==> src/rtl/iobus_uart.sv <==
// iobus_uart: memory-mapped 8N1 UART on the MCU IOBUS, with a TX FIFO and a single-entry RX holding register.
// Optional build macro IOBUS_UART_LOOPBACK_EN adds BAUD_DIV[16] LOOPBACK (TX line feeds RX, UART_TXD held high).
module iobus_uart #(
  parameter logic [31:0] BASE_ADDR   = 32'h1100_0100,
  parameter int          TX_DEPTH    = 8,
  parameter logic [15:0] DEFAULT_DIV = 16'd434
) (
  input  logic        CLK,
  input  logic        RST_N,
  input  logic [31:0] IOBUS_ADDR,
  input  logic [31:0] IOBUS_OUT,
  input  logic        IOBUS_WR,
  output logic [31:0] IOBUS_IN,
  output logic        UART_TXD,
  input  logic        UART_RXD
);

  localparam int AW = $clog2(TX_DEPTH);

  typedef enum logic [1:0] {S_IDLE, S_START, S_DATA, S_STOP} uart_state_e;

  // Bus handshake: IOBUS_WR is a one-cycle strobe with no back-pressure; a write is taken on every CLK
  // edge where IOBUS_WR=1 and the window is selected. Reads have no strobe and are purely combinational.
  logic       sel;
  logic [1:0] off;
  logic       wr_txdata, wr_rxdata, wr_status, wr_baud;

  assign sel       = (IOBUS_ADDR[31:4] == BASE_ADDR[31:4]);
  assign off       = IOBUS_ADDR[3:2];
  assign wr_txdata = sel && IOBUS_WR && (off == 2'd0);
  assign wr_rxdata = sel && IOBUS_WR && (off == 2'd1);
  assign wr_status = sel && IOBUS_WR && (off == 2'd2);
  assign wr_baud   = sel && IOBUS_WR && (off == 2'd3);

  logic [15:0] baud_div;
  logic [31:0] baud_rd;

  always_ff @(posedge CLK) begin
    if (!RST_N)       baud_div <= DEFAULT_DIV;
    else if (wr_baud) baud_div <= (IOBUS_OUT[15:0] < 16'd4) ? 16'd4 : IOBUS_OUT[15:0];
  end

  // ---------------- TX FIFO ----------------
  logic [7:0]  fifo_mem [TX_DEPTH];
  logic [AW:0] wr_ptr, rd_ptr;
  logic        fifo_full, fifo_empty, push_ok, tx_pop;

  assign fifo_empty = (wr_ptr == rd_ptr);
  assign fifo_full  = (wr_ptr[AW] != rd_ptr[AW]) && (wr_ptr[AW-1:0] == rd_ptr[AW-1:0]);
  assign push_ok    = wr_txdata && (!fifo_full || tx_pop);

  always_ff @(posedge CLK) begin
    if (!RST_N) begin
      wr_ptr <= '0;
      rd_ptr <= '0;
    end else begin
      if (push_ok) wr_ptr <= wr_ptr + {{AW{1'b0}}, 1'b1};
      if (tx_pop)  rd_ptr <= rd_ptr + {{AW{1'b0}}, 1'b1};
    end
  end

  always_ff @(posedge CLK) begin
    if (push_ok) fifo_mem[wr_ptr[AW-1:0]] <= IOBUS_OUT[7:0];
  end

  // ---------------- TX FSM ----------------
  uart_state_e tx_state, tx_next;
  logic [15:0] tx_cnt, tx_div;
  logic [2:0]  tx_bit;
  logic [7:0]  tx_shift;
  logic        tx_line, tx_busy, tx_bit_end;

  // tx_div is re-latched at every bit boundary so a BAUD_DIV write never cuts a bit short.
  assign tx_bit_end = (tx_cnt == tx_div - 16'd1);

  always_ff @(posedge CLK) begin
    if (!RST_N) tx_state <= S_IDLE;
    else        tx_state <= tx_next;
  end

  always_comb begin
    tx_next = tx_state;
    case (tx_state)
      S_IDLE:  if (!fifo_empty) tx_next = S_START;
      S_START: if (tx_bit_end) tx_next = S_DATA;
      S_DATA:  if (tx_bit_end && (tx_bit == 3'd7)) tx_next = S_STOP;
      S_STOP:  if (tx_bit_end) tx_next = fifo_empty ? S_IDLE : S_START;
      default: tx_next = S_IDLE;
    endcase
  end

  always_comb begin
    tx_line = 1'b1;
    tx_pop  = 1'b0;
    case (tx_state)
      S_IDLE:  tx_pop  = !fifo_empty;
      S_START: tx_line = 1'b0;
      S_DATA:  tx_line = tx_shift[0];
      S_STOP:  tx_pop  = tx_bit_end && !fifo_empty;
      default: tx_line = 1'b1;
    endcase
    tx_busy = (tx_state != S_IDLE);
  end

  always_ff @(posedge CLK) begin
    if (!RST_N) begin
      tx_cnt   <= '0;
      tx_div   <= DEFAULT_DIV;
      tx_bit   <= '0;
      tx_shift <= '0;
    end else if (tx_pop) begin
      tx_shift <= fifo_mem[rd_ptr[AW-1:0]];
      tx_cnt   <= '0;
      tx_bit   <= '0;
      tx_div   <= baud_div;
    end else if (tx_state != S_IDLE) begin
      if (tx_bit_end) begin
        tx_cnt <= '0;
        tx_div <= baud_div;
        if (tx_state == S_DATA) begin
          tx_shift <= {1'b0, tx_shift[7:1]};
          tx_bit   <= tx_bit + 3'd1;
        end
      end else begin
        tx_cnt <= tx_cnt + 16'd1;
      end
    end
  end

  // ---------------- RX path ----------------
  logic rx_in, rx_sync1, rx_sync2, rx_prev;

`ifdef IOBUS_UART_LOOPBACK_EN
  logic loopback;

  always_ff @(posedge CLK) begin
    if (!RST_N)       loopback <= 1'b0;
    else if (wr_baud) loopback <= IOBUS_OUT[16];
  end

  assign rx_in    = loopback ? tx_line : UART_RXD;
  assign UART_TXD = loopback ? 1'b1 : tx_line;
  assign baud_rd  = {15'b0, loopback, baud_div};

  logic unused_bus_bits;
  assign unused_bus_bits = ^{IOBUS_ADDR[1:0], IOBUS_OUT[31:17]};
`else
  assign rx_in    = UART_RXD;
  assign UART_TXD = tx_line;
  assign baud_rd  = {16'b0, baud_div};

  logic unused_bus_bits;
  assign unused_bus_bits = ^{IOBUS_ADDR[1:0], IOBUS_OUT[31:16]};
`endif

  always_ff @(posedge CLK) begin
    if (!RST_N) begin
      rx_sync1 <= 1'b1;
      rx_sync2 <= 1'b1;
      rx_prev  <= 1'b1;
    end else begin
      rx_sync1 <= rx_in;
      rx_sync2 <= rx_sync1;
      rx_prev  <= rx_sync2;
    end
  end

  uart_state_e rx_state, rx_next;
  logic [15:0] rx_cnt;
  logic [2:0]  rx_bit;
  logic [7:0]  rx_shift;
  logic        rx_fall, rx_half_end, rx_bit_end;
  logic        rx_cnt_clr, rx_sample, rx_done_ok, rx_done_err;

  // >= keeps the counters from wrapping if BAUD_DIV shrinks mid-frame.
  assign rx_fall     = rx_prev && !rx_sync2;
  assign rx_half_end = (rx_cnt >= {1'b0, baud_div[15:1]} - 16'd1);
  assign rx_bit_end  = (rx_cnt >= baud_div - 16'd1);

  always_ff @(posedge CLK) begin
    if (!RST_N) rx_state <= S_IDLE;
    else        rx_state <= rx_next;
  end

  always_comb begin
    rx_next = rx_state;
    case (rx_state)
      S_IDLE:  if (rx_fall) rx_next = S_START;
      S_START: if (rx_half_end) rx_next = rx_sync2 ? S_IDLE : S_DATA;
      S_DATA:  if (rx_bit_end && (rx_bit == 3'd7)) rx_next = S_STOP;
      S_STOP:  if (rx_bit_end) rx_next = S_IDLE;
      default: rx_next = S_IDLE;
    endcase
  end

  always_comb begin
    rx_cnt_clr  = 1'b0;
    rx_sample   = 1'b0;
    rx_done_ok  = 1'b0;
    rx_done_err = 1'b0;
    case (rx_state)
      S_IDLE:  rx_cnt_clr = 1'b1;
      S_START: rx_cnt_clr = rx_half_end;
      S_DATA: begin
        rx_cnt_clr = rx_bit_end;
        rx_sample  = rx_bit_end;
      end
      S_STOP: begin
        rx_cnt_clr  = rx_bit_end;
        rx_done_ok  = rx_bit_end && rx_sync2;
        rx_done_err = rx_bit_end && !rx_sync2;
      end
      default: rx_cnt_clr = 1'b1;
    endcase
  end

  always_ff @(posedge CLK) begin
    if (!RST_N) begin
      rx_cnt   <= '0;
      rx_bit   <= '0;
      rx_shift <= '0;
    end else begin
      rx_cnt <= rx_cnt_clr ? 16'd0 : rx_cnt + 16'd1;
      if (rx_state == S_IDLE) rx_bit <= '0;
      if (rx_sample) begin
        rx_shift <= {rx_sync2, rx_shift[7:1]};
        rx_bit   <= rx_bit + 3'd1;
      end
    end
  end

  // ---------------- Holding register and sticky flags (hardware set beats software clear) ----------------
  logic [7:0] rx_byte;
  logic       rx_valid, rx_ovr, rx_ferr, tx_ovf;

  always_ff @(posedge CLK) begin
    if (!RST_N) begin
      rx_byte  <= '0;
      rx_valid <= 1'b0;
      rx_ovr   <= 1'b0;
      rx_ferr  <= 1'b0;
      tx_ovf   <= 1'b0;
    end else begin
      if (rx_done_ok) rx_byte <= rx_shift;

      if (rx_done_ok)     rx_valid <= 1'b1;
      else if (wr_rxdata) rx_valid <= 1'b0;

      if (rx_done_ok && rx_valid)          rx_ovr <= 1'b1;
      else if (wr_status && IOBUS_OUT[4])  rx_ovr <= 1'b0;

      if (wr_txdata && !push_ok)           tx_ovf <= 1'b1;
      else if (wr_status && IOBUS_OUT[5])  tx_ovf <= 1'b0;

      if (rx_done_err)                     rx_ferr <= 1'b1;
      else if (wr_status && IOBUS_OUT[6])  rx_ferr <= 1'b0;
    end
  end

  always_comb begin
    IOBUS_IN = 32'h0;
    if (sel) begin
      case (off)
        2'd1:    IOBUS_IN = {23'b0, rx_valid, rx_byte};
        2'd2:    IOBUS_IN = {25'b0, rx_ferr, tx_ovf, rx_ovr, rx_valid, tx_busy, fifo_empty, fifo_full};
        2'd3:    IOBUS_IN = baud_rd;
        default: IOBUS_IN = 32'h0;
      endcase
    end
  end

endmodule

==> config.mk <==
export PLATFORM = sky130hd
export DESIGN_NAME = iobus_uart
export DESIGN_NICKNAME = d
export VERILOG_FILES = /design/src/rtl/iobus_uart.sv
export SDC_FILE = /design/constraint.sdc
export NUM_CORES = 1
export LEC_CHECK = 0
export CAP_MARGIN = 10
export CORE_MARGIN = 3
export CORE_UTILIZATION = 40
export CTS_CLUSTER_DIAMETER = 50
export DETAILED_ROUTE_END_ITERATION = 8
export GPL_TIMING_DRIVEN = 0
export SETUP_SLACK_MARGIN = 0.3
export SYNTH_ARGS = -nofsm -noshare
export SYNTH_HDL_FRONTEND = slang
export SYNTH_SLANG_ARGS = --single-unit
==> constraint.sdc <==
create_clock -name CLK -period 8.21 [get_ports CLK]
set_input_delay 1.642 -clock CLK [delete_from_list [all_inputs] [get_ports CLK]]
set_output_delay 1.642 -clock CLK [all_outputs]
set_load 0.05 [all_outputs]
==> results by group <==
Run status
  • Status: completed

Run
  • Maxcap violations: 0

Hold path
  • Worst hold path type: flip-flop to flip-flop

STA
  • Final worst path period share: between 70 and 80%
  • Final Critical Period: 6.49 ns
  • TNS Setup: 0 ns
  • Clock Skew: around 0.014 ns
  • Fmax: approximately 0.15 GHz
  • Fin Hold WS: about 0.42 ns
  • Final Slew Violations: 0
  • Final hold violations: 0
  • Endpoints failing setup: 0
  • RSZ-0062 raised after global routing: no
  • Worst slew pin tran: 1.10 ns
  • Relative slew margins: about a quarter

Setup path
  • Critical path's largest stage delay: ~0.8 ns
  • CP Cell Sequence: clkdlybuf4s50_1 > nor4b_1 > and4_1 > nand4_1 > inv_1 > and3_1 > clkbuf_1 > and2_1 > clkdlybuf4s50_1
  • Startpoint Class: input port
  • Crit end category: output pin
  • Slowest-stage cell, CP: clkdlybuf4s50_1
  • Max FO, Critical Path: 9
  • Arr. time, crit path: between 4 and 5 ns
  • Setup slack, reg-to-reg: 3.76 ns
  • Worst path most repeated cell: clkdlybuf4s50_1
  • Required time worst endpoint: between 6 and 7 ns
  • Crit path kind: input port to output pin

Cells and area
  • Layout cells sized above 1: slightly above 10%
  • Synth-to-layout area growth: 19.2%
  • Ant diodes: 0
  • Commonest non-fill, non-tap cell in the layout: dfxtp_1
  • Filler cells: 2179
  • Most frequent cells in the layout: dfxtp_1, nor2_1, nand2_1
  • Footprint of the multi-input gates: just under 5000 µm²
  • Final net count: 1167
  • Storage element area: 4240 µm²
  • Post-layout util: approximately 49%

Synthesis
  • Largest family of logic cells by synthesized area: simple AND/OR/NAND/NOR gates
  • Register area share after synthesis: ~45%
  • Primary FF master, synth: dfxtp_1
  • Synthesis-stage register bit count: between 150 and 200
  • Library cells used by synthesis: 65
  • Compound-Gate Fraction of Synth Area: around a tenth
  • Adder-Cell Fraction of Synth Area: 6.36%
  • Post-Syn Instances: between 900 and 1k
  • Mux contribution to synthesized area: 7.85%
  • XOR/XNOR Fraction of Synth Area: ~8%
  • Synthesis Warnings: 0
  • Synth Cell Area: about 9400 µm²
  • FFs w/ async S/R, synth: 0%
  • Number of flops mapped to enable cells by yosys: 64
  • Post-synthesis simple-gate area fraction: 18.1%
  • Mapped Avg Cell Area: approximately 10 µm²

Placed design
  • Dpl hpwl: around 17 mm
  • PortBufs: 65
  • Final GP Congestion: about 0.86

Pwr
  • Cell Pwr Density: 174 nW/µm²
  • Maximum vdd ir drop: between 100 and 150 µV
  • Power consumption: 0.00196 W
  • Pleak: slightly above 4 nW

Routing
  • Routed vias: approximately 7.1k
  • Drt first pass iters: 5
  • Final ANT Viol Nets: 0
  • Routed vias/inst: 5.15
  • First DRT Iteration DRCs: between 400 and 500
  • WL per Instance: roughly 17 µm
  • DRC violation count after routing: 0
  • Final WL: ~23 mm

Floorplanning
  • Die height: around 160 µm
  • Die area: 25500 µm²
  • Die X: ~160 µm
  • Cell Rows: 55
  • Ports: between 100 and 150
  • Core Region: ~23000 µm²
  • Initial Util: 41.2%

Clock tree
  • # Post-CTS Setup Buffers: 0
  • CTS root buf: clkbuf_16
  • CTS tree: yes
  • Hold-fix buffers at CTS: 0
  • Clk buf depth: 2
  • CTS clock-pin slew for the worst setup and hold paths: around 0.08 ns
  • Clock Latency Late Sink: between 0.4 and 0.5 ns
  • CTS sink count: 180
  • H-tree levels: 4
  • Number of CTS-inserted buffers: 17
  • CTS resizes: 0

Global routing
  • Initial antenna violation count: 0
  • First-pass GRT wire length: 37.3 mm
  • Final global-route overflow total: 0
  • Largest net degree at the start of global routing: 22
  • Global-route usage over all layers: 18.3%
  • Vias in the first global route: 6971
==> worst max-delay path, delay by kind of cell <==
family        cells  cell delay (ns)
buf+inv           4             1.75
simple gates      5             1.45
==> power by group <==
part	internal [W]	switching (W)	total (W)	leakage, nW
sequential	0.000928	0.00000623	0.000934	1.51
clock	0.000451	0.000424	0.000875	0.310
combinational	0.0000633	0.0000883	0.000152	2.21
==> state kept, by name, indices dropped and copies added (netlist names), 8 cells and up, named ones only <==
signal    cells
rx_byte       8
tx_div       16
rx_shift      8
rx_cnt       16
tx_shift      8
baud_div     16
tx_cnt       16
fifo_mem     64
==> cells by family (layout without fill, tap and decap cells) <==
group / count (synthesis) / count (layout)
simple gates: 341 / 341
flops: 180 / 180
compound gates: 147 / 147
buf+inv: 90 / 193
xor+xnor: 86 / 86
mux: 53 / 53
fa+ha+maj: 48 / 48
other cells: 1 / 16
==> area by class of cell <==
class	instances	area share, %
Multi-Input combinational cell	691	43.2
Timing Repair Buffer	71	6.18
Inverter	18	0.601
Clock buffer	17	3.78
Sequential cell	180	37.7
Buffer	72	3.17
Clock inverter	15	1.87
Tap cell	313	3.48
==> metal layers <==
metal  part of all wire [%]  global-route usage, %  vias up
met3                    4.3                   3.40       17
met5                      0                      0        -
li1                       -                      -     3581
met1                     48                   25.5     3350
met4                    1.3                   4.50        0
met2                     46                   29.6      149
==> synth_stat cells (all sizes together), types with 17 or more instances <==
cell	count	area share, %
ha	48	6.4
clkbuf	45	1.8
xor2	43	4.0
a211oi	17	1.7
mux2i	29	3.1
nand2	77	3.1
inv	18	0.72
nand3	50	2.7
xnor2	43	4.0
dfxtp	116	25
buf	27	2.0
o21ai	28	1.5
nor2	93	3.7
edfxtp	64	20
a21oi	52	2.8
==> through the flow <==
step | setup slack, ns | cells | cell area [µm²]
after floorplan | 3.34 | 961 | 9500
after global placement | 1.69 | 1339 | 10500
after detailed placement | 1.71 | 1345 | 10600
after CTS | 1.69 | 1377 | 11300
after global routing | 1.46 | 1377 | 11300
final | 1.72 | 1377 | 11300
==> final timing paths <==
| check | cells after the start | endpoint | start |
|---|---|---|---|
| max | 9 | IOBUS_IN[11] | IOBUS_ADDR[5] |
| min | 1 | rx_sync2 | rx_sync1 |
| max reg2reg | 16 | rx_cnt[10] | baud_div[1] |
| min reg2reg | 1 | rx_sync2 | rx_sync1 |
Note: power is estimated with default switching activity, not from simulation.
